File: src/rtl/primus_core_pkg.sv
// Shared types and constants for the primus core front end.
package primus_core_pkg;

    localparam int unsigned XLEN = 32;

    localparam logic [XLEN-1:0] NOP_INSTR        = 32'h0000_0013;
    localparam logic [XLEN-1:0] RESET_PC_DEFAULT = 32'h0000_0000;

    typedef enum logic [1:0] {
        BOOT  = 2'd0,
        FETCH = 2'd1,
        DRAIN = 2'd2
    } if_state_e;

    typedef struct packed {
        logic [XLEN-1:0] instr;
        logic [XLEN-1:0] npc;
    } if_entry_t;

endpackage

File: src/rtl/if_fifo.sv
// Synchronous FIFO with push/pop/clear and occupancy count; clear wins over push and pop.
module if_fifo #(
    parameter int unsigned WIDTH = 64,
    parameter int unsigned DEPTH = 3,
    parameter int unsigned CW    = $clog2(DEPTH + 1)
) (
    input  logic             clk_i,
    input  logic             rst_ni,
    input  logic             push_i,
    input  logic [WIDTH-1:0] wdata_i,
    input  logic             pop_i,
    input  logic             clear_i,
    output logic [WIDTH-1:0] rdata_o,
    output logic             full_o,
    output logic             empty_o,
    output logic [CW-1:0]    count_o
);

    localparam int unsigned PW = (DEPTH > 1) ? $clog2(DEPTH) : 1;

    logic [WIDTH-1:0] r_mem [DEPTH];
    logic [PW-1:0]    r_rd_ptr;
    logic [PW-1:0]    r_wr_ptr;
    logic [CW-1:0]    r_count;
    logic             w_push_ok;
    logic             w_pop_ok;

    function automatic logic [PW-1:0] f_inc(input logic [PW-1:0] p);
        return (p == PW'(DEPTH - 1)) ? '0 : p + PW'(1);
    endfunction

    assign full_o    = (r_count == CW'(DEPTH));
    assign empty_o   = (r_count == '0);
    assign count_o   = r_count;
    assign rdata_o   = r_mem[r_rd_ptr];
    assign w_push_ok = push_i && !full_o;
    assign w_pop_ok  = pop_i && !empty_o;

    always_ff @(posedge clk_i or negedge rst_ni) begin
        if (!rst_ni) begin
            r_rd_ptr <= '0;
            r_wr_ptr <= '0;
            r_count  <= '0;
        end else if (clear_i) begin
            r_rd_ptr <= '0;
            r_wr_ptr <= '0;
            r_count  <= '0;
        end else begin
            if (w_push_ok) r_wr_ptr <= f_inc(r_wr_ptr);
            if (w_pop_ok)  r_rd_ptr <= f_inc(r_rd_ptr);
            r_count <= r_count + CW'(w_push_ok) - CW'(w_pop_ok);
        end
    end

    // Storage needs no reset: the head is only meaningful while not empty.
    always_ff @(posedge clk_i) begin
        if (w_push_ok && !clear_i) r_mem[r_wr_ptr] <= wdata_i;
    end

endmodule

File: src/rtl/if_stage.sv
// Instruction fetch stage: PC, credit-limited imem requests, response buffer, redirect drain.
// Optional feature macro: PRIMUS_IF_MISALIGN_EN (flag misaligned redirects and stop fetching).
module if_stage
    import primus_core_pkg::*;
#(
    parameter logic [31:0] RESET_PC   = RESET_PC_DEFAULT,
    parameter int unsigned FIFO_DEPTH = 3
) (
    input  logic        clk_i,
    input  logic        rst_ni,
    output logic        imem_req_o,
    output logic [31:0] imem_addr_o,
    input  logic        imem_gnt_i,
    input  logic        imem_rvalid_i,
    input  logic [31:0] imem_rdata_i,
    input  logic        redirect_i,
    input  logic [31:0] redirect_pc_i,
    output logic        if_valid_o,
    input  logic        id_ready_i,
    output logic [31:0] instr_o,
    output logic [31:0] npc_o,
    output logic        instr_misaligned_o
);

    localparam int unsigned CW = $clog2(FIFO_DEPTH + 1);
    localparam int unsigned SW = CW + 1;

    if_state_e     r_state;
    logic [31:0]   r_pc;
    logic [CW-1:0] r_outstanding;

    logic [CW-1:0] w_fifo_count;
    logic [CW-1:0] w_out_next;
    logic          w_fifo_full;
    logic          w_fifo_empty;
    logic          w_credit;
    logic          w_grant;
    logic          w_resp;
    logic          w_push;
    logic          w_pop;
    logic          w_misaligned;
    logic [31:0]   w_resp_pc;
    logic [31:0]   w_redirect_pc;
    if_entry_t     w_push_entry;
    if_entry_t     w_head;

    // Credit uses registered counts only, so a same-cycle pop frees nothing yet.
    assign w_credit    = ({1'b0, w_fifo_count} + {1'b0, r_outstanding}) < SW'(FIFO_DEPTH);
    assign imem_req_o  = (r_state == FETCH) && !redirect_i && w_credit && !w_fifo_full
                         && !w_misaligned;
    assign imem_addr_o = r_pc;

    assign w_grant    = imem_req_o && imem_gnt_i;
    assign w_resp     = imem_rvalid_i && (r_outstanding != '0);
    assign w_out_next = r_outstanding + CW'(w_grant) - CW'(w_resp);

    // Outstanding requests in FETCH are the consecutive words just below r_pc.
    assign w_resp_pc          = r_pc - 32'({r_outstanding, 2'b00});
    assign w_push_entry.instr = imem_rdata_i;
    assign w_push_entry.npc   = w_resp_pc + 32'd4;
    assign w_push             = w_resp && (r_state == FETCH) && !redirect_i;
    assign w_pop              = if_valid_o && id_ready_i;
    assign w_redirect_pc      = redirect_pc_i & 32'hFFFF_FFFC;

    assign if_valid_o = !w_fifo_empty;
    assign instr_o    = w_fifo_empty ? NOP_INSTR : w_head.instr;
    assign npc_o      = w_fifo_empty ? 32'd0 : w_head.npc;

    if_fifo #(
        .WIDTH ($bits(if_entry_t)),
        .DEPTH (FIFO_DEPTH),
        .CW    (CW)
    ) u_fifo (
        .clk_i   (clk_i),
        .rst_ni  (rst_ni),
        .push_i  (w_push),
        .wdata_i (w_push_entry),
        .pop_i   (w_pop),
        .clear_i (redirect_i),
        .rdata_o (w_head),
        .full_o  (w_fifo_full),
        .empty_o (w_fifo_empty),
        .count_o (w_fifo_count)
    );

    always_ff @(posedge clk_i or negedge rst_ni) begin
        if (!rst_ni) begin
            r_state       <= BOOT;
            r_pc          <= RESET_PC;
            r_outstanding <= '0;
        end else begin
            r_outstanding <= w_out_next;
            if (redirect_i) begin
                r_pc <= w_redirect_pc;
            end else if (w_grant) begin
                r_pc <= r_pc + 32'd4;
            end
            case (r_state)
                BOOT:    r_state <= FETCH;
                FETCH:   if (redirect_i && ((r_outstanding != '0) || w_grant)) r_state <= DRAIN;
                DRAIN:   if (w_out_next == '0) r_state <= FETCH;
                default: r_state <= BOOT;
            endcase
        end
    end

`ifdef PRIMUS_IF_MISALIGN_EN
    logic r_misaligned;

    // Sticky until the next redirect re-evaluates it.
    always_ff @(posedge clk_i or negedge rst_ni) begin
        if (!rst_ni) begin
            r_misaligned <= 1'b0;
        end else if (redirect_i) begin
            r_misaligned <= |redirect_pc_i[1:0];
        end
    end

    assign w_misaligned       = r_misaligned;
    assign instr_misaligned_o = r_misaligned;
`else
    assign w_misaligned       = 1'b0;
    assign instr_misaligned_o = 1'b0;
`endif

endmodule

File: config.mk
export PLATFORM = sky130hd
export DESIGN_NAME = if_stage
export DESIGN_NICKNAME = d
export VERILOG_FILES = /design/src/rtl/primus_core_pkg.sv /design/src/rtl/if_fifo.sv /design/src/rtl/if_stage.sv
export SDC_FILE = /design/constraint.sdc
export NUM_CORES = 1
export LEC_CHECK = 0
export ABC_AREA = 1
export ABC_CLOCK_PERIOD_IN_PS = 6800
export BUFFER_PORTS_ARGS = -buffer_cell sky130_fd_sc_hd__buf_2
export CAP_MARGIN = 5
export CORE_ASPECT_RATIO = 1.2
export CORE_UTILIZATION = 50
export CTS_CLUSTER_DIAMETER = 150
export DETAILED_ROUTE_END_ITERATION = 10
export PLACE_DENSITY_LB_ADDON = 0.2
export SLEW_MARGIN = 20
export SYNTH_ARGS = -nofsm -noshare
export SYNTH_HDL_FRONTEND = slang
export SYNTH_SLANG_ARGS = --single-unit
File: constraint.sdc
create_clock -name clk_i -period 6.8 [get_ports clk_i]
set_clock_uncertainty 0.1 [all_clocks]
set_input_delay 1.02 -clock clk_i [delete_from_list [all_inputs] [get_ports clk_i]]
set_output_delay 1.02 -clock clk_i [all_outputs]
set_load 0.1 [all_outputs]
# Word level (Yosys, flattened, before mapping)
# Memories as Yosys holds them, arrays and structs flattened.
# Cells that the tools add are included.
# totals
ff_bits,42
latchBits,0
mem_bits_rw,192
rom_bits,0
inputBits,70
output_inout_bits,99
elab_cells,65
n_memories,1
# classes
n_addsub,10
multipliers,0
n_div,0
magnitude_cmp,1
eq_ne,7
shifts,0
n_mux,16
n_bitwise,0
n_reduce_logical,24
# mem_list
memory,words,word_bits,rd,rd_clocked_by_memory_dff,wr,line_no,source
u_fifo.r_mem,3,64,1,0,1,if_fifo.sv:21,logic [WIDTH-1:0] r_mem [DEPTH];
# ops
operator,n
$mux W32,4
$add A32 B3 Y32 const B,2
$sub A32 B4 Y32,1
$mux W2,9
$logic_and A1 B1 Y1,12
$eq A2 B2 Y1 const B,4
$reduce_bool A2 Y1,4
$logic_not A2 Y1,3
$pmux W2 S3,1
$add A2 B1 Y2,2
$add A2 B1 Y2 const B,2
$sub A2 B1 Y2,2
$add A2 B2 Y3,1
$logic_not A1 Y1,3
$lt A3 B2 Y1 const B,1
$eq A2 B1 Y1 const B,1
$mux W1,2
$ne A2 B1 Y1 const B,1
$ne A2 B2 Y1 const B,1
$reduce_and A2 Y1,1
$logic_or A1 B1 Y1,1

# Longest topological paths before layout
# logic_depth
ltp_word,10
ltp_mapped,14
mapped_depth_nobuf,14

# Hierarchy
# A second synthesis with hierarchy kept.
# hier_totals
cells_unflattened,1443
hier_area_um2,12614.6
# by_module_without_submodules
mod,n_inst,cells_each,area_each_um2
if_fifo,1,517,7303.3
if_stage,1,926,5311.3

# Worst setup path before layout
# Ideal clock, no wire load.
# synth_path
path_type,input to register
startpoint,input redirect_i
endpoint,memory u_fifo.r_mem[2][10] (enable)
setup_time_ns,0.559
t_arrival_ns,5.742
required_ns,6.141
path_slack_ns,0.399
path_stages,6
path_cell_list,buf_6 > inv_6 > nand3_4 > nor2_1 > inv_1 > nor3_1
# synth_between
elab_chain_cells,6
# synth_lines
element,line_no,source
start: declaration,if_stage.sv:16,"input logic redirect_i,"
$logic_not A1 Y1 *,"if_fifo.sv:57, if_stage.sv:61",
$logic_and A1 B1 Y1,if_stage.sv:61,assign w_push = w_resp && (r_state == FETCH) && !redirect_i;
$logic_and A1 B1 Y1,if_fifo.sv:36,assign w_push_ok = push_i && !full_o;
$logic_and A1 B1 Y1 *,if_fifo.sv:57,if (w_push_ok && !clear_i) r_mem[r_wr_ptr] <= wdata_i;
$mux W1 *,if_fifo.sv:57,
$mux W1 (not written as such) *,if_fifo.sv:57,
end: declaration,if_fifo.sv:21,
# Mark *: on every way between the ends. The rest lies on a longest branch, timed or not.

# Worst setup path after layout
# layout_path
startpoint,register u_fifo.r_rd_ptr[1]
endpoint,output npc_o[12]
# layout_between
elab_chain_cells,2
# layout_lines
element,line_no,source
start: declaration,if_fifo.sv:22,logic [PW-1:0] r_rd_ptr;
start signal: assignment,if_fifo.sv:50,if (w_pop_ok) r_rd_ptr <= f_inc(r_rd_ptr);
$mem_v2 Z3 W64,-,
$mux W32,if_stage.sv:67,assign npc_o = w_fifo_empty ? 32'd0 : w_head.npc;
end: declaration,if_stage.sv:21,"output logic [31:0] npc_o,"
# Every way passes these cells.

==> out/metrics.yaml <==
slowest_stage: "nor2_4"
routed_wl_um: 26900
yosys_warnings: 0
htree_levels: 1
crit_path_end_kind: "primary output"
firstDrtPassIters: 5
drc: 0
final-hold-violation-count: 0
antenna_found_initial: 0
num_io_pins: 169
path_class: "register to primary output"
whs_ns: 0.444
cts_buffers: 23
die_area_um2: 25300
layout_commonest_cell: "nand2_1"
initial_core_util_pct: 51.2
finalSetupViolations: 0
area_delta_synth_final_pct: 15.1
status: "finished clean"
cts_setup_buffers: 0
worstPathMaxFanout: 54
cts_tree: "done"
critPathLaunchType: "register"
reg2reg_depth: 14
syn_avg_cell_area_um2: 8.67
register_area_um2: 6590
synth_area_um2: 12300
crit_path_max_incr_delay_ns: 0.73
cp_cell_sequence: "buf_4 -> nor2_4 -> buf_4 -> nand2_1 -> nand3_1 -> nand2_1 -> inv_1 -> buf_2"
maxSlewViolCount: 0
hold_buffers: 0
cts_sinks: 226
hpwl_um: 18600
holdPathStages: 3
synth_top_area_cell: "edfxtp_1"
final_cell_mix: "551 x nand2_1, 215 x inv_1, 186 x edfxtp_1"
multi_input_area_um2: 4740
min_period_over_period_pct: 66.9
setup_ws_ns: 2.25
worstPathArrival_ns: 3.43
cts_resized: 0
coreArea_um2: 24000
clockBufferDepth: 3
relSlewSlack_pct: 34.9
clk_pin_slew_ns: 0.06
portBuffers: 161
ys_ff_latch: 226
crit_required_ns: 5.68
post-place-ws_ns: 2.70
synth_top_cell_area_share_pct: 45.4
num_rows: 62
grtUsageTotal_pct: 21.8
root_buffer: "clkbuf_16"
nets: 1716
max_freq_ghz: 0.220
clk_latency_ns: 0.50
diodes: 0
yosysSeqAreaShare_pct: 53.5
die_w_um: 145
wl_per_cell_um: 14.1
dr.first_iter.drc_count: 447
die_y_um: 174
ant_nets: 0
worst_pin_slew_ns: 0.976
grt_pass1_vias: 9049
grt_max_degree: 63
period_minus_slack_ns: 4.55
reg2reg_to: "r_state[0]"
hp-start: "r_state[0]"
reg2reg_slack_ns: 3.81
hp-class: "register to register"
grt_overflow_total: 0
fillers: 2141
min_to: "r_state[0]"
fin_tns_setup_ns: 0
vias: 9437
synthTopCellsByArea: "edfxtp_1 45%, nand2_1 17%, dfrtp_1 8.1%"
synth.distinct_cells: 40
rsz0062_at_grt: "no"
routabilityCongestion: 0.906
drive_gt1_share_pct: 14.4
drv_cap: 0
via_per_inst: 4.93
worstReg2RegStart: "r_outstanding[0]"
grt_pass1_wl_um: 44200
syn_inst: 1420
worst max-delay path: cells and delay by family (launching register included):
kind                   cells  cell delay (ns)
buffers and inverters      4             1.42
DFF                        1             0.52
and+or+nand+nor            4             0.96
worst max-delay path by stage:
stage                                  start                   to  cells past startpoint
final                     u_fifo.r_rd_ptr[1]            npc_o[12]                      8
after global routing      u_fifo.r_rd_ptr[1]            npc_o[19]                      8
after CTS                 u_fifo.r_rd_ptr[1]            npc_o[12]                      8
after detailed placement  u_fifo.r_rd_ptr[1]            npc_o[12]                      8
after global placement    u_fifo.r_rd_ptr[1]            npc_o[12]                      8
after floorplan                   redirect_i  u_fifo.r_mem[2][10]                      6
cell usage after synthesis, drive strengths merged:
cell type and instances:
ha 63, o21bai 5, nand3b 1, a21o 1
a22oi 1, nor3 9, conb 1, o22ai 2
a21oi 26, xnor2 1, buf 24, inv 218
or2 2, o211ai 18, o21ai 22, clkinv 1
nand4 7, dfrtp 40, nand2 554, o31ai 1
xor2 28, nor4 1, clkbuf 14, fa 2
nand3 124, edfxtp 186, nor2 68
sequential cells by signal (all words and copies together), names as in the netlist:
name             count
r_state              2
u_fifo.count_o       2
imem_addr_o         30
r_outstanding        2
u_fifo.r_mem       186
u_fifo.r_rd_ptr      2
u_fifo.r_wr_ptr      2
metal layers:
layer / wire length (um) / share of wire [%] / track usage (%)
met1: 11800 / 44 / 27.5
met2: 12900 / 48 / 38.7
met3: 1300 / 4.8 / 2.32
met4: 893 / 3.3 / 7.68
met5: 0 / 0 / 0
cells by family after synthesis:
kind of cell,share of synthesized area (%)
other,0.0305
adders and majority gates,6.73
AOI/OAI and AO/OA,3.64
DFF,53.5
and+or+nand+nor,25.7
buffers and inverters,8.35
xor gates and xnor gates,2.06
stage by stage:
stage,cell area [um2],utilization [%],cells
5_1_grt,14200,58.9,1914
3_3_place_gp,13400,55.8,1875
4_1_cts,14100,58.8,1913
3_5_place_dp,13400,55.8,1875
2_1_floorplan,12300,-,1424
6_report,14200,58.9,1914
area by class of cell:
| class | count | area share, % |
|---|---|---|
| tap | 320 | 2.83 |
| timing repair buffer | 170 | 6.25 |
| inverter | 219 | 5.85 |
| clock buffer | 31 | 4.63 |
| multi-input combinational | 941 | 33.5 |
| clock inverter | 7 | 0.486 |
| sequential | 226 | 46.5 |
Power is left out: the tool's default activity adds up to more than one toggle a clock period on the data nets, which glitch-free logic cannot reach.
